$ cat src/rtl/lupdate.sv
`default_nettype none
// ============================================================================
// Module      : lupdate
// Description : Beacon-update receiver on the 134-bit CNC packet stream.
//               Packets are classified at their Ethernet header (word 2).
//               Beacon updates addressed to this node are consumed: their
//               beacon word (word 6) is committed to the local configuration
//               registers and beacon_update_master toggles. All other
//               traffic passes through with a fixed 4-cycle latency.
//
// Ports
//   clk, rst                 : clock, asynchronous active-high reset
//   in_lu_data_wr/_data      : input word strobe / word ([133:132] marker:
//                              01 head, 11 middle, 10 tail)
//   in_lu_data_valid(_wr)    : packet-valid and its strobe (tail word)
//   in_local_mac_id          : this node's MAC address (quasi-static)
//   out_lu_*                 : forwarded stream, 4 cycles behind the input
//   direction, token_bucket_para, direct_mac_addr, time_slot_period
//                            : committed beacon registers
//   beacon_update_master     : toggles once per committed update
//   upd_cnt / upd_err_cnt    : committed / truncated update counters (wrap)
//
// Revision    : 1.0 - initial release
// ============================================================================
module lupdate #(
    parameter logic [15:0] ETH_TYPE  = 16'h88f7,
    parameter logic [3:0]  UPD_TYPE  = 4'hd,
    parameter int          MIN_WORDS = 7
) (
    input  logic         clk,
    input  logic         rst,
    input  logic         in_lu_data_wr,
    input  logic [133:0] in_lu_data,
    input  logic         in_lu_data_valid,
    input  logic         in_lu_data_valid_wr,
    input  logic [47:0]  in_local_mac_id,
    output logic         out_lu_data_wr,
    output logic [133:0] out_lu_data,
    output logic         out_lu_data_valid,
    output logic         out_lu_data_valid_wr,
    output logic         direction,
    output logic [31:0]  token_bucket_para,
    output logic [47:0]  direct_mac_addr,
    output logic [31:0]  time_slot_period,
    output logic         beacon_update_master,
    output logic [31:0]  upd_cnt,
    output logic [31:0]  upd_err_cnt
);

    localparam logic [1:0] c_MK_HEAD = 2'b01;
    localparam logic [1:0] c_MK_TAIL = 2'b10;

    // Word counters only need to reach the beacon word; they saturate beyond.
    localparam int                 c_CNT_W      = $clog2(MIN_WORDS + 1);
    localparam logic [c_CNT_W-1:0] c_CNT_MAX    = '1;
    localparam logic [c_CNT_W-1:0] c_HDR_IDX    = c_CNT_W'(2);
    localparam logic [c_CNT_W-1:0] c_BEACON_IDX = c_CNT_W'(MIN_WORDS - 1);

    typedef enum logic [1:0] {
        S_IDLE = 2'd0,
        S_HDR  = 2'd1,
        S_FWD  = 2'd2,
        S_UPD  = 2'd3
    } state_t;

    function automatic logic f_is_upd(
        input logic [47:0] dmac,
        input logic [15:0] eth,
        input logic [3:0]  typ,
        input logic [47:0] mac
    );
        return (dmac == mac) && (eth == ETH_TYPE) && (typ == UPD_TYPE);
    endfunction

    // ------------------------------------------------------------------
    // Delay line s0 -> s1 -> s2, plus the word index of the word in s0
    // ------------------------------------------------------------------
    logic               r_s0_wr, r_s1_wr, r_s2_wr;
    logic [133:0]       r_s0_data, r_s1_data, r_s2_data;
    logic               r_s0_valid, r_s1_valid, r_s2_valid;
    logic               r_s0_vwr, r_s1_vwr, r_s2_vwr;
    logic [c_CNT_W-1:0] r_s0_idx;
    logic               r_drop_flag;

    logic w_in_head;
    logic w_in_tail;
    logic w_in_match;
    logic w_s2_head;
    logic w_s2_tail;
    logic w_cls;
    logic w_drop;

    assign w_in_head  = in_lu_data_wr && (in_lu_data[133:132] == c_MK_HEAD);
    assign w_in_tail  = in_lu_data_wr && (in_lu_data[133:132] == c_MK_TAIL);
    assign w_in_match = f_is_upd(in_lu_data[127:80], in_lu_data[31:16],
                                 in_lu_data[11:8], in_local_mac_id);

    assign w_s2_head = r_s2_wr && (r_s2_data[133:132] == c_MK_HEAD);
    assign w_s2_tail = r_s2_wr && (r_s2_data[133:132] == c_MK_TAIL);

    // Word 2 in s0 means the head of the same packet is in s2, so the
    // decision lands exactly on the first word leaving the delay line.
    assign w_cls = r_s0_wr && (r_s0_idx == c_HDR_IDX) &&
                   f_is_upd(r_s0_data[127:80], r_s0_data[31:16],
                            r_s0_data[11:8], in_local_mac_id);

    // A head reaching s2 without a fresh match ends any stale drop (e.g. an
    // update abandoned by a new head before its tail).
    assign w_drop = w_cls || (r_drop_flag && !w_s2_head);

    always_ff @(posedge clk or posedge rst) begin
        if (rst) begin
            r_s0_wr    <= 1'b0;
            r_s0_data  <= '0;
            r_s0_valid <= 1'b0;
            r_s0_vwr   <= 1'b0;
            r_s1_wr    <= 1'b0;
            r_s1_data  <= '0;
            r_s1_valid <= 1'b0;
            r_s1_vwr   <= 1'b0;
            r_s2_wr    <= 1'b0;
            r_s2_data  <= '0;
            r_s2_valid <= 1'b0;
            r_s2_vwr   <= 1'b0;
            r_s0_idx   <= '0;
        end else begin
            r_s0_wr    <= in_lu_data_wr;
            r_s0_data  <= in_lu_data;
            r_s0_valid <= in_lu_data_valid;
            r_s0_vwr   <= in_lu_data_valid_wr;
            r_s1_wr    <= r_s0_wr;
            r_s1_data  <= r_s0_data;
            r_s1_valid <= r_s0_valid;
            r_s1_vwr   <= r_s0_vwr;
            r_s2_wr    <= r_s1_wr;
            r_s2_data  <= r_s1_data;
            r_s2_valid <= r_s1_valid;
            r_s2_vwr   <= r_s1_vwr;
            if (in_lu_data_wr) begin
                if (w_in_head) begin
                    r_s0_idx <= '0;
                end else if (r_s0_idx != c_CNT_MAX) begin
                    r_s0_idx <= r_s0_idx + 1'b1;
                end
            end
        end
    end

    // Output register and drop flag
    always_ff @(posedge clk or posedge rst) begin
        if (rst) begin
            out_lu_data_wr       <= 1'b0;
            out_lu_data          <= '0;
            out_lu_data_valid    <= 1'b0;
            out_lu_data_valid_wr <= 1'b0;
            r_drop_flag          <= 1'b0;
        end else begin
            if (w_drop) begin
                out_lu_data_wr       <= 1'b0;
                out_lu_data          <= '0;
                out_lu_data_valid    <= 1'b0;
                out_lu_data_valid_wr <= 1'b0;
            end else begin
                out_lu_data_wr       <= r_s2_wr;
                out_lu_data          <= r_s2_data;
                out_lu_data_valid    <= r_s2_valid;
                out_lu_data_valid_wr <= r_s2_vwr;
            end
            r_drop_flag <= w_drop && !w_s2_tail;
        end
    end

    // ------------------------------------------------------------------
    // Receive FSM (input side): latches the beacon word and commits
    // ------------------------------------------------------------------
    state_t             r_state;
    logic [c_CNT_W-1:0] r_word_cnt;
    logic               r_shadow_ok;
    logic [47:0]        r_sh_mac;
    logic               r_sh_dir;
    logic [31:0]        r_sh_tb;
    logic [31:0]        r_sh_ts;

    logic        w_at_beacon;
    logic [47:0] w_bcn_mac;
    logic        w_bcn_dir;
    logic [31:0] w_bcn_tb;
    logic [31:0] w_bcn_ts;

    // A tail that is itself the beacon word commits straight from the input.
    assign w_at_beacon = (r_word_cnt == c_BEACON_IDX);
    assign w_bcn_mac   = w_at_beacon ? in_lu_data[127:80] : r_sh_mac;
    assign w_bcn_dir   = w_at_beacon ? in_lu_data[79]     : r_sh_dir;
    assign w_bcn_tb    = w_at_beacon ? in_lu_data[63:32]  : r_sh_tb;
    assign w_bcn_ts    = w_at_beacon ? in_lu_data[31:0]   : r_sh_ts;

    always_ff @(posedge clk or posedge rst) begin
        if (rst) begin
            r_state              <= S_IDLE;
            r_word_cnt           <= '0;
            r_shadow_ok          <= 1'b0;
            r_sh_mac             <= '0;
            r_sh_dir             <= 1'b0;
            r_sh_tb              <= '0;
            r_sh_ts              <= '0;
            direction            <= 1'b0;
            token_bucket_para    <= '0;
            direct_mac_addr      <= '0;
            time_slot_period     <= '0;
            beacon_update_master <= 1'b0;
            upd_cnt              <= '0;
            upd_err_cnt          <= '0;
        end else if (in_lu_data_wr) begin
            if (w_in_head) begin
                // Any head restarts; an unfinished update is silently dropped.
                r_state     <= S_HDR;
                r_word_cnt  <= c_CNT_W'(1);
                r_shadow_ok <= 1'b0;
            end else begin
                case (r_state)
                    S_HDR: begin
                        if (r_word_cnt == c_HDR_IDX) begin
                            if (w_in_match) begin
                                if (w_in_tail) begin
                                    // Matched header with nothing after it.
                                    upd_err_cnt <= upd_err_cnt + 32'd1;
                                    r_state     <= S_IDLE;
                                end else begin
                                    r_state    <= S_UPD;
                                    r_word_cnt <= r_word_cnt + 1'b1;
                                end
                            end else begin
                                r_state <= w_in_tail ? S_IDLE : S_FWD;
                            end
                        end else if (w_in_tail) begin
                            r_state <= S_IDLE;
                        end else begin
                            r_word_cnt <= r_word_cnt + 1'b1;
                        end
                    end
                    S_FWD: begin
                        if (w_in_tail) begin
                            r_state <= S_IDLE;
                        end
                    end
                    S_UPD: begin
                        if (w_at_beacon) begin
                            r_sh_mac    <= in_lu_data[127:80];
                            r_sh_dir    <= in_lu_data[79];
                            r_sh_tb     <= in_lu_data[63:32];
                            r_sh_ts     <= in_lu_data[31:0];
                            r_shadow_ok <= 1'b1;
                        end
                        if (r_word_cnt != c_CNT_MAX) begin
                            r_word_cnt <= r_word_cnt + 1'b1;
                        end
                        if (w_in_tail) begin
                            if (r_shadow_ok || w_at_beacon) begin
                                direct_mac_addr      <= w_bcn_mac;
                                direction            <= w_bcn_dir;
                                token_bucket_para    <= w_bcn_tb;
                                time_slot_period     <= w_bcn_ts;
                                beacon_update_master <= ~beacon_update_master;
                                upd_cnt              <= upd_cnt + 32'd1;
                            end else begin
                                upd_err_cnt <= upd_err_cnt + 32'd1;
                            end
                            r_state <= S_IDLE;
                        end
                    end
                    default: r_state <= S_IDLE;
                endcase
            end
        end
    end

endmodule
`default_nettype wire

$ cat config.mk
export PLATFORM = sky130hd
export DESIGN_NAME = lupdate
export DESIGN_NICKNAME = d
export VERILOG_FILES = /design/src/rtl/lupdate.sv
export SDC_FILE = /design/constraint.sdc
export NUM_CORES = 1
export LEC_CHECK = 0
export ABC_AREA = 1
export CAP_MARGIN = 25
export CORE_MARGIN = 1
export CORE_UTILIZATION = 28
export CTS_BUF_LIST = sky130_fd_sc_hd__clkbuf_8
export CTS_CLUSTER_DIAMETER = 50
export DETAILED_ROUTE_END_ITERATION = 16
export GPL_TIMING_DRIVEN = 0
export HOLD_SLACK_MARGIN = 0.1
export SYNTH_ARGS = -nofsm -noshare
export SYNTH_HDL_FRONTEND = slang
export SYNTH_SLANG_ARGS = --single-unit
$ cat constraint.sdc
create_clock -name clk -period 24.2 [get_ports clk]
set_input_delay 2.42 -clock clk [delete_from_list [all_inputs] [get_ports clk]]
set_output_delay 2.42 -clock clk [all_outputs]
set_load 0.02 [all_outputs]
Word level (Yosys, flattened, before mapping)
Index checks and enable logic that the tools add are counted.

Register bits after elaboration: 849. Bits in latches: 0. Bits in writable memories: 0. ROM bits: 0. Input bits: 187. Output and inout port bits: 315. Word-level logic and storage cells: 123. Memories: 0.

Add/sub/neg operators: 4. $mul: 0. Div/mod/pow operators: 0. $lt $le $gt $ge: 0. Equality and inequality tests: 25. Shift-type cells: 0. Muxes and demuxes: 32. Bitwise operators: 2. Reductions and logical operators: 28.

Operators by type and width (count): $mux W32 (7); $mux W134 (1); $eq A48 B48 Y1 (2); $add A32 B1 Y32 const B (2); $pmux W32 S2 (1); $mux W48 (1); $eq A16 B16 Y1 const B (2); $mux W3 (7); $logic_and A1 B1 Y1 (12); $mux W2 (6); $ne A2 B2 Y1 const B (5); $ne A3 B3 Y1 const B (3); $eq A2 B2 Y1 const B (4); $eq A4 B4 Y1 const B (2); $reduce_and A8 Y1 (1); $reduce_bool A2 Y1 (4); $mux W1 (7); $add A3 B1 Y3 const B (2); $eq A2 B1 Y1 const B (3); $eq A3 B2 Y1 const B (2); $pmux W3 S2 (1); $reduce_and A3 Y1 (2); $reduce_and A5 Y1 (1); $ne A4 B4 Y1 const B (1); other kinds (9) (12).

Depth between registers and ports, before layout
Gate-level depths: netlist of the first run.

Depth in word-level cells: 7. Mapped depth: 16. Mapped depth without buffers: 15.

Least setup slack after synthesis of the first run
OpenSTA, ideal clock, no wires.

Path kind: input port to flip-flop. Start point: input in_local_mac_id[43]. End point: register out_lu_data[100]. Library setup time: 0.116 ns. Data arrival time: 3.563 ns. Setup slack: 20.520 ns. Stages: 12. Cell sequence: inv_1 > nand2_1 > o21ai_0 > nor2_1 > nand3b_1 > or2_1 > nor3_1 > nand2_1 > nand2_1 > buf_4 > buf_4 > nor2_1.

Word-level cells in the longest chain between the ends: 6.

RTL lines: start, declared (RTL line 36) `input logic [47:0] in_local_mac_id,`; $eq A48 B48 Y1 (RTL line 72) `return (dmac == mac) && (eth == ETH_TYPE) && (typ == UPD_TYPE);`; $logic_and A1 B1 Y1 (2 in series) (RTL line 72); $logic_and A1 B1 Y1 (RTL line 103) `assign w_cls = r_s0_wr && (r_s0_idx == c_HDR_IDX) &&`; $logic_or A1 B1 Y1 (RTL line 109) `assign w_drop = w_cls || (r_drop_flag && !w_s2_head);`; $mux W134 (RTL line 158) `if (w_drop) begin`; end signal, assigned (RTL line 165) `out_lu_data <= r_s2_data;`; end, declared (RTL line 38) `output logic [133:0] out_lu_data,`.

No other way between the ends. A chain may end at the register's enable or synchronous reset.

Final worst setup path of the first run
Start point: input in_local_mac_id[8]. End point: register out_lu_data[74].

Same word-level chain as after synthesis.

==> key figures, run 1 <==
Status
  – Status: finished clean

Hold path
  – Class of the worst hold path: reg -> reg

Setup path
  – CP endpoint kind: register
  – Worst stage delay on the critical path: 630 ps
  – Startpoint types: input pin
  – Crit Path Class: in -> reg
  – Critical path data required time: 24880 ps
  – Crit path top cell by count: nand2_1
  – Critical Path Slowest Stage Cell: xnor2_1
  – WP data arrival: 5280 ps
  – Crit Path Max Fanout: 10
  – Worst R2R Setup Slack: 20680 ps
  – Crit-path cells: clkdlybuf4s50_1 > xnor2_1 > nand4_1 > nor2_1 > nand2_1 > nor3_1 > nand2_1 > nand2_1 > buf_4 > buf_4 > nor2_1

CTS
  – Root buffer cell: clkbuf_8
  – Clk slew on worst S/H paths: 60 ps
  – Clock sinks: 849
  – CTS Buf Count: 149
  – Post-CTS Setup Inserts: 0
  – Hold_buf cts: 0
  – TritonCTS clock tree: done
  – PostCTS Resize Cnt: 0
  – Clk_lat worst skew: slightly above 800 ps
  – Clock tree buffer depth: 3
  – H-tree Lvls: 4

Logic synthesis
  – Yosys top cell by area: dfrtp_1
  – Mapped Cells: about 2900
  – Post-synthesis compound-gate area fraction: 0.0372
  – Flops & latches, synth: 849
  – Syn nets: roughly 3100
  – Synth Warn #: 0
  – Yosys cell types: 39
  – Synth Area in XOR/XNOR: 0.0276
  – Combinational family with the most area after synthesis: simple AND/OR/NAND/NOR gates
  – Mapped cell area: just over 0.03 mm²
  – Post-synthesis mux area share: 0.0159
  – Simple-gate area share of the yosys netlist: 0.160
  – Post-synthesis sequential area ratio: 0.697
  – Syn avg cell area: between 10 and 15 µm²
  – Synth area leaders: dfrtp_1 70%, nand2_1 10%, inv_1 4.4%
  – Yosys top cell area share: 0.697
  – Adder and majority cell fraction of the synthesized area: 0.00328

STA
  – Min Clock Period, post-route: 4600 ps
  – Worst-margin pin slew: 1120 ps
  – F_max: 217 MHz
  – Final hold violations: 0
  – RSZ-0062 raised after global routing: false
  – Slew headroom: 0.256
  – Setup-failing EPs final: 0
  – Setup TNS: 0 ps
  – Clock Skews: 56.9 ps
  – Period utilization: 0.190
  – Final Max Tran Viols: 0

Global route
  – Met3 GRT Util: 0.0524
  – Global-route wire length before repair: 137000 µm
  – Tot GR Track Use: 0.167
  – Largest net degree at the start of global routing: 45
  – Antenna violations before repair: 22
  – Vias in the first global route: 21700
  – Most Crowded Layer GR: met2
  – GRT overflow: 0
  – Grt met2 use: 0.273
  – Grt met1 use: 0.202

Drt
  – Wire length per cell: around 18 µm
  – DR pass1 iterations: 5
  – Routed wire length: 91600 µm
  – Via count: between 20000 and 25000
  – DRT iter0 DRCs: 1074
  – Drt drc: 0
  – Routed vias/inst: 4.23
  – Post-route ant nets: 0

Placement
  – Dpl cells: 4823
  – DP HPWL: 68400 µm
  – RD Place Congestion: 0.873
  – # port buffers: 501

Cells and area
  – Final Non-Filler Cells: about 5000
  – Sequential Area: around 0.021 mm²
  – Nets@finish: about 3800
  – Share of layout cells above drive strength 1: 0.0944
  – Area grow syn2layout: 34.7%
  – Fillers: between 10000 and 15000
  – Multi-input logic area: about 0.0074 mm²

Pwr
  – P_leak: 19.7 nW
  – Pwr/cell area: ~83 mW/mm²
  – Worst VDD drop: 34.8 µV

Die
  – Standard-cell row count: 120
  – # IOs: 502
  – Die Area: 0.110 mm²
  – Die height: approximately 330 µm
  – Initial Util: 0.284
  – Core ar.: about 0.11 mm²
  – Die W: 332 µm

Flow run
  – MaxCap Viol Count: 0
==> cells in the mapped netlist, drive strengths merged <==
cell	instances
a21oi	4
o21ai	206
or2	1
nand2	848
mux2	43
a211oi	2
inv	364
dfrtp	849
and3	1
o32ai	1
buf	42
o31ai	1
nor4	8
nor2	259
a22o	2
xnor2	54
nand4	35
nand3	34
nor3	30
clkbuf	48
nand3b	8
a2111oi	1
o22ai	4
ha	8
xor2	42
==> cell usage in the layout, fill, tap and decap left out, types with 22 or more instances in the layout <==
cell type	netlist	layout
buf_2	22	22
nor3_1	28	28
clkbuf_1	48	47
nand3_1	33	33
nand2_1	844	844
mux2_2	43	43
clkbuf_8	0	185
nor2_1	256	256
dfrtp_1	849	849
inv_1	361	402
o21ai_0	205	205
xnor2_1	54	54
clkdlybuf4s50_1	0	501
xor2_1	42	42
nand4_1	35	35
==> critical path: cells and delay by family <==
family                    cells  cell delay, ps
buffers and inverters         3            1100
xor gates and xnor gates      1             630
and+or+nand+nor               7            1110
==> kinds of logic after synthesis <==
family,count (synthesis)
DFF,849
and+or+nand+nor,1224
AOI/OAI and AO/OA,221
xor gates and xnor gates,96
muxes,43
adders and majority gates,8
buffers and inverters,454
==> stage by stage <==
stage                     cell area [µm²]  worst slack, ps   util  power, mW  hold slack, ps
after floorplan                     30500            10110      -       1.83             331
after detailed placement            37800            18600  0.351       2.02             335
after CTS                           41100            19520  0.382       3.48             331
after global placement              37300             4680  0.347       2.01             331
final                               41100            19600  0.382       3.43             338
after global routing                41100            19520  0.382       3.59             348
==> final cells by class <==
class,count,area share
sequential,849,0.517
multi-input combinational,1592,0.181
timing repair buffer,525,0.134
clock buffer,185,0.0620
tap,1403,0.0427
inverter,364,0.0334
clock inverter,82,0.0185
buffer,90,0.0107
antenna,7,0.000426
==> metal layers <==
layer | share of wire | vias up
met5 | 0.0022 | -
met4 | 0.038 | 30
met3 | 0.069 | 205
met2 | 0.48 | 651
met1 | 0.41 | 10400
li1 | - | 10200
==> final timing paths <==
| path | start | to | cells past startpoint |
|---|---|---|---|
| setup / recovery | in_local_mac_id[8] | out_lu_data[74] | 11 |
| hold / removal | r_s1_data[58] | r_s2_data[58] | 0 |
| setup reg to reg | r_word_cnt[0] | direct_mac_addr[7] | 10 |
| hold reg to reg | r_s1_data[58] | r_s2_data[58] | 0 |
| max in group asynchronous | rst | r_s1_data[57] | 8 |
| min in group asynchronous | rst | out_lu_data[14] | 2 |
==> state kept, by name (all words and copies together), names as in the netlist, 32 cells and up <==
name / flops
r_s0_data: 134
token_bucket_para: 32
direct_mac_addr: 48
r_sh_mac: 48
time_slot_period: 32
out_lu_data: 134
r_s1_data: 134
upd_err_cnt: 32
r_s2_data: 134
r_sh_tb: 32
r_sh_ts: 32
upd_cnt: 32
==> power breakdown <==
| part | total, mW | leakage [nW] | internal, mW | switching (mW) |
|---|---|---|---|---|
| clock network | 1.43 | 1.83 | 0.817 | 0.616 |
| registers | 1.59 | 10.3 | 1.54 | 0.0504 |
| logic | 0.399 | 7.58 | 0.155 | 0.244 |
| total | 3.43 | 19.7 | 2.52 | 0.910 |
No activity file was read; power rests on OpenSTA's default activity.
==> run 2, diff against run 1 <==
Clock period 24.2 ns to 4 ns, I/O delays scaled along.
==> run 2 against run 1 <==
Cell count rose by 2.6%. Register-to-register slack got worse by 20000 ps. Clock skew fell by 4.2 ps. Largest power group unchanged.
==> key figures, run 2 (same netlist as run 1, synthesis figures left out) <==
Status
  – Status: finished clean

Drt
  – Wire length per cell: 17.8 µm (-1.3%)
  – Drt drc: 0 (unchanged)
  – Routed wire length: 92800 µm (+1.3%)
  – DRT iter0 DRCs: 1170 (+8.9%)
  – Routed vias/inst: 4.21 (-0.26%)
  – DR pass1 iterations: 7 (+2)
  – Via count: 22000 (+2.3%)
  – Post-route ant nets: 0 (unchanged)

STA
  – Setup-failing EPs final: 0 (unchanged)
  – Slew headroom: 0.275 (+0.0185)
  – Final Max Tran Viols: 0 (unchanged)
  – Min Clock Period, post-route: 3480 ps
  – Worst-margin pin slew: 1090 ps (-27.7 ps)
  – F_max: 288 MHz
  – Final hold violations: 0 (unchanged)
  – Setup TNS: 0 ps (unchanged)
  – Fin Hold WS: 191 ps (-147 ps)
  – Period utilization: 0.869
  – RSZ-0062 raised after global routing: false
  – Clock Skews: 52.7 ps (-4.22 ps)

Pwr
  – Reg power frac: 0.463 (-0.002)
  – Clock Power Share: 0.416 (-0.002)
  – Switching Share: 0.266 (about the same)
  – Pwr/cell area: 492 mW/mm² (+490%)
  – Worst VDD drop: 212 µV (+510%)
  – P_leak: 20.2 nW (+2.8%)
  – Comb pwr share: 0.122 (+0.006)
  – Total net switching power: 5.54 mW (+510%)
  – Internal power: 15.3 mW (+510%)

Global route
  – Global-route wire length before repair: 139000 µm (+2.0%)
  – Antenna violations before repair: 15 (-32%)
  – Vias in the first global route: 22500 (+3.5%)
  – Largest net degree at the start of global routing: 45 (unchanged)
  – GRT overflow: 0 (unchanged)
  – Tot GR Track Use: 0.170 (+0.00236)

Cells and area
  – Final Non-Filler Cells: 5228 (+2.6%)
  – Area grow syn2layout: 39.1%
  – Most frequent cells in the layout: 849 x dfrtp_1, 844 x nand2_1, 501 x clkdlybuf4s50_1
  – Utilization after layout: 0.395 (+0.0123)
  – Most common cell after layout, fill and taps aside: dfrtp_1
  – Share of layout cells above drive strength 1: 0.0911 (-0.00329)
  – Nets@finish: 3899 (+3.5%)

Setup path
  – Critical Path Source: r_word_cnt[0]
  – Startpoint types: register
  – Origin of the critical flop-to-flop path: r_word_cnt[0]
  – WP data arrival: 4240 ps (-1040 ps)
  – Crit Path Max Fanout: 10 (unchanged)
  – CP endpoint kind: register
  – Crit Path Class: reg -> reg
  – Critical path data required time: 4760 ps (-20120 ps)

CTS
  – Root buffer cell: clkbuf_8
  – Clk_lat worst skew: 830 ps (about the same)
  – TritonCTS clock tree: done
  – Clock tree buffer depth: 3 (unchanged)
  – Clk slew on worst S/H paths: 60 ps (about the same)
  – H-tree Lvls: 4 (unchanged)
  – Clock sinks: 849 (unchanged)
  – CTS Buf Count: 149 (unchanged)

Die
  – Standard-cell row count: 120 (unchanged)
  – Die Area: 0.110 mm² (unchanged)
  – # IOs: 502 (unchanged)
  – Initial Util: 0.284 (unchanged)
  – Die W: 332 µm (unchanged)
  – Core ar.: 0.108 mm² (unchanged)
  – Die height: 332 µm (unchanged)

Placement
  – Dpl cells: 4823 (unchanged)
  – DP HPWL: 68400 µm (unchanged)
  – RD Place Congestion: 0.873 (unchanged)
  – # port buffers: 501 (unchanged)

Hold path
  – Class of the worst hold path: in -> reg
  – Hold wc startpoint: in_lu_data[3]

Flow run
  – MaxCap Viol Count: 0 (unchanged)
==> run 2: layout make-up <==
cell class	count	area, µm²
fill	10500	65100
sequential	849	21200
multi-input combinational	1592	7450
timing repair buffer	658	6840
clock buffer	185	2550
tap	1403	1760
inverter	364	1370
clock inverter	82	758
buffer	90	442
antenna	5	12.5
==> run 2: repair_timing <==
item	4_1_cts	5_1_grt
hold buffers	133	0
gates resized for setup	0	0
setup endpoints to repair	0	0
hold endpoints to repair	150	0
buffers inserted	0	0
==> run 2: critical path, stage by stage, from the launching register on <==
cell      delay [ps]
dfrtp_1          410
inv_1             70
ha_1             170
nand2_2          190
inv_1            430
clkbuf_1         860
clkbuf_1         710
nand2_1          210
o21ai_0          190
nand2_1          100
nand2_1           80
==> run 2: power groups by stage <==
stage / sequential [mW] / clock, mW / combinational [mW]
after floorplan: 9.94 / 0 / 1.16
after CTS: 9.65 / 8.96 / 2.56
after detailed placement: 9.80 / 0 / 2.43
final: 9.65 / 8.67 / 2.53
after global placement: 9.83 / 0 / 2.34
after global routing: 9.72 / 9.32 / 2.83
==> run 2: through the flow <==
stage | setup WS [ps] | power [mW] | cell area [µm²]
floorplan | -8070 | 11.1 | 30500
CTS | 434 | 21.2 | 42400
finish | 525 | 20.9 | 42400
detailed placement | 418 | 12.2 | 37800
global placement | -13500 | 12.2 | 37300
global route | 300 | 21.9 | 42400
==> run 2: path summary, 6_finish.rpt <==
path	end	slack, ps	cells past startpoint
max	direct_mac_addr[7]	520	10
min	r_s0_data[3]	190	1
max reg2reg	direct_mac_addr[7]	520	10
min reg2reg	r_s2_data[58]	340	0
max in group asynchronous	r_s2_data[54]	1480	9
min in group asynchronous	out_lu_data[14]	560	3
==> run 2: routing by layer <==
metal / routed length [µm] / GRT usage / vias to the layer above
li1: - / - / 10500
met1: 38600 / 0.206 / 10600
met2: 44600 / 0.281 / 684
met3: 5960 / 0.0459 / 203
met4: 3560 / 0.0773 / 18
met5: 118 / 0 / -
==> run 3, diff against run 2 <==
Settings changed: ABC_AREA 1 to default.
==> run 3 against run 2 <==
First-iteration DRC count is 24% lower. Worst setup slack worse by 210 ps. Highest routed layer is now met4. Via count is 20% lower. Global-route usage decreased by 0.66 points. Cell count down 20%. Combinational power decreased by 36%. Non-clock buffer count shrank 31. Routed wire length fell by 10%.
==> key figures, run 3 <==
Setup path
  – WP data arrival: 4400 ps (+160 ps)
  – R2R depth: 8 (-2)
  – Crit Path Max Fanout: 10 (unchanged)
  – Crit Path Class: in -> reg
  – CP endpoint kind: register
  – Critical path data required time: 4710 ps (-50 ps)
  – Startpoint types: input pin

Drt
  – Routed vias/inst: 4.20 (-0.28%)
  – DR pass1 iterations: 4 (-3)
  – DRT iter0 DRCs: 895 (-24%)
  – Via count: 17600 (-20%)
  – Wire length per cell: 19.9 µm (+12%)
  – Routed wire length: 83400 µm (-10%)
  – Drt drc: 0 (unchanged)
  – Post-route ant nets: 0 (unchanged)

Logic synthesis
  – Ys flop type: dfrtp_1
  – Synth async-reset ratio: 1.00 (unchanged)
  – Yosys top cell area share: 0.741 (+0.0449)
  – Yosys top cell by area: dfrtp_1
  – Synth cell count leaders: 849 x dfrtp_1, 139 x and2_1, 132 x nor2_1
  – Mapped cell area: 0.0287 mm² (-6.1%)
  – Syn avg cell area: 15.0 µm² (+42%)
  – Yosys cell types: 46 (+18%)
  – Syn nets: 2105 (-32%)
  – Synth Warn #: 0 (unchanged)
  – Synth area leaders: dfrtp_1 74%, mux2_2 4.5%, mux2i_1 4.0%
  – Post-synth EDFFs: 0 (unchanged)
  – Mapped Cells: 1910 (-34%)
  – Top-count cell post-synth: dfrtp_1
  – Post-synthesis sequential area ratio: 0.741 (+0.0449)
  – Flops & latches, synth: 849 (unchanged)

Hold path
  – Class of the worst hold path: in -> reg
  – WHS Path Cells: 1 (unchanged)

Global route
  – Global-route wire length before repair: 123000 µm (-12%)
  – Vias in the first global route: 19000 (-16%)
  – GRT overflow: 0 (unchanged)
  – Largest net degree at the start of global routing: 45 (unchanged)
  – Antenna violations before repair: 7 (-8)
  – Tot GR Track Use: 0.163 (-0.00661)

STA
  – Period utilization: 0.922 (+0.0531)
  – F_max: 271 MHz (-5.8%)
  – Setup TNS: 0 ps (unchanged)
  – Clock Skews: 39.9 ps (-12.8 ps)
  – Setup-failing EPs final: 0 (unchanged)
  – Final Max Tran Viols: 0 (unchanged)
  – Min Clock Period, post-route: 3690 ps (+212 ps)
  – Slew headroom: 0.347 (+0.0723)
  – Final hold violations: 0 (unchanged)
  – Final worst slack: 312 ps (-212 ps)
  – Worst-margin pin slew: 980 ps (-108 ps)
  – RSZ-0062 raised after global routing: false

CTS
  – Clock sinks: 849 (unchanged)
  – Clk_lat worst skew: 810 ps (-20 ps)
  – Clock tree buffer depth: 3 (unchanged)
  – Clk slew on worst S/H paths: 60 ps (about the same)
  – H-tree Lvls: 4 (unchanged)
  – Root buffer cell: clkbuf_8
  – CTS Buf Count: 152 (+2.0%)
  – TritonCTS clock tree: done

Cells and area
  – Share of layout cells above drive strength 1: 0.141 (+0.0495)
  – Area grow syn2layout: 40.4%
  – Nets@finish: 2904 (-26%)
  – Most common cell after layout, fill and taps aside: dfrtp_1
  – Utilization after layout: 0.399 (+0.00482)
  – Most frequent cells in the layout: 849 x dfrtp_1, 501 x clkdlybuf4s50_1, 184 x clkbuf_8

Die
  – Die W: 322 µm (-3.1%)
  – Die Area: 0.104 mm² (-6.0%)
  – Core ar.: 0.101 mm² (-6.3%)
  – Initial Util: 0.284 (+0.000765)
  – Standard-cell row count: 116 (-3.3%)
  – # IOs: 502 (unchanged)
  – Die height: 322 µm (-3.1%)

Placement
  – Dpl ws: -459 ps (-876 ps)
  – DP HPWL: 61200 µm (-11%)
  – # port buffers: 501 (unchanged)
  – RD Place Congestion: 0.857 (-1.8%)

Pwr
  – P_leak: 18.5 nW (-8.5%)
  – Worst VDD drop: 271 µV (+28%)
  – Final Power: 18.8 mW (-9.6%)
  – Pwr/cell area: 469 mW/mm² (-4.7%)

Flow run
  – MaxCap Viol Count: 0 (unchanged)

Status
  – Status: finished clean
## run 3: cell types whose count changed after synthesis, moves of 114 or more
cell / before / now
and2_1: 0 / 139
inv_1: 361 / 25
mux2i_1: 0 / 114
nand2_1: 844 / 35
nor2_1: 256 / 132
o21ai_0: 205 / 4
## run 3: final timing paths
| kind | end | from | slack, ps |
|---|---|---|---|
| setup reg to reg | out_lu_data[48] | r_s0_data[83] | 610 |
| setup / recovery | direct_mac_addr[37] | in_lu_data_wr | 310 |
| min in group asynchronous | out_lu_data[102] | rst | 620 |
| hold / removal | r_s0_data[88] | in_lu_data[88] | 200 |
| hold reg to reg | r_s2_data[49] | r_s1_data[49] | 320 |
| max in group asynchronous | out_lu_data_wr | rst | 1390 |
## run 3: area by class of cell
cell class	count	area, µm²
Antenna cell	6	15.0
Clock inverter	85	562
Buffer	71	308
Clock buffer	184	2530
Fill cell	9556	60500
Timing Repair Buffer	646	6740
Sequential cell	849	21200
Multi-Input combinational cell	964	7030
Inverter	25	97.6
Tap cell	1357	1700
## run 3: timing repair
action / CTS / global route
setup endpoints to repair: 70 / 42
endpoints found under the hold margin: 140 / 0
setup buffers: 0 / 1
pin swaps: 0 / 1
gates resized for setup: 1 / 6
hold buffers: 114 / 0
## run 3: cell families (layout without fill, tap and decap cells)
logic type                 count (synthesis)  in the layout  share of synthesized area
AOI/OAI and AO/OA                        133            133                     0.0248
xor gates and xnor gates                 155            155                     0.0474
adders and majority gates                  8              8                    0.00349
buffers and inverters                     97           1011                     0.0138
DFF                                      849            849                      0.741
muxes                                    229            229                     0.0850
other                                      0              6                          0
and+or+nand+nor                          439            439                     0.0841
## run 3: critical path: stages
cell and delay, ps:
dlygate4sd3_1 540, clkdlybuf4s50_1 550, clkbuf_1 350, nand3_1 310, nor3_1 350, buf_4 220
clkbuf_1 660, clkbuf_1 760, nor2_1 70, a21oi_1 150
## run 3: metrics by stage
step / std cells / area, µm² / hold slack [ps]
5_1_grt: 4183 / 40200 / 133
6_report: 4187 / 40200 / 199
3_5_place_dp: 3798 / 36000 / 335
4_1_cts: 4181 / 40200 / 103
3_3_place_gp: 3768 / 35400 / 331
2_1_floorplan: 1910 / 28700 / 331
## run 3: report_power, final
| part | total [mW] | internal, mW | switching [mW] |
|---|---|---|---|
| logic | 1.61 | 0.771 | 0.834 |
| registers | 9.20 | 9.01 | 0.189 |
| clock network | 8.04 | 4.35 | 3.69 |
## run 3: per-layer routing
| layer | GRT usage | routed length [µm] |
|---|---|---|
| met5 | 0 | 0 |
| met4 | 0.0697 | 2900 |
| met3 | 0.0539 | 6050 |
| met2 | 0.263 | 40100 |
| met1 | 0.199 | 34300 |
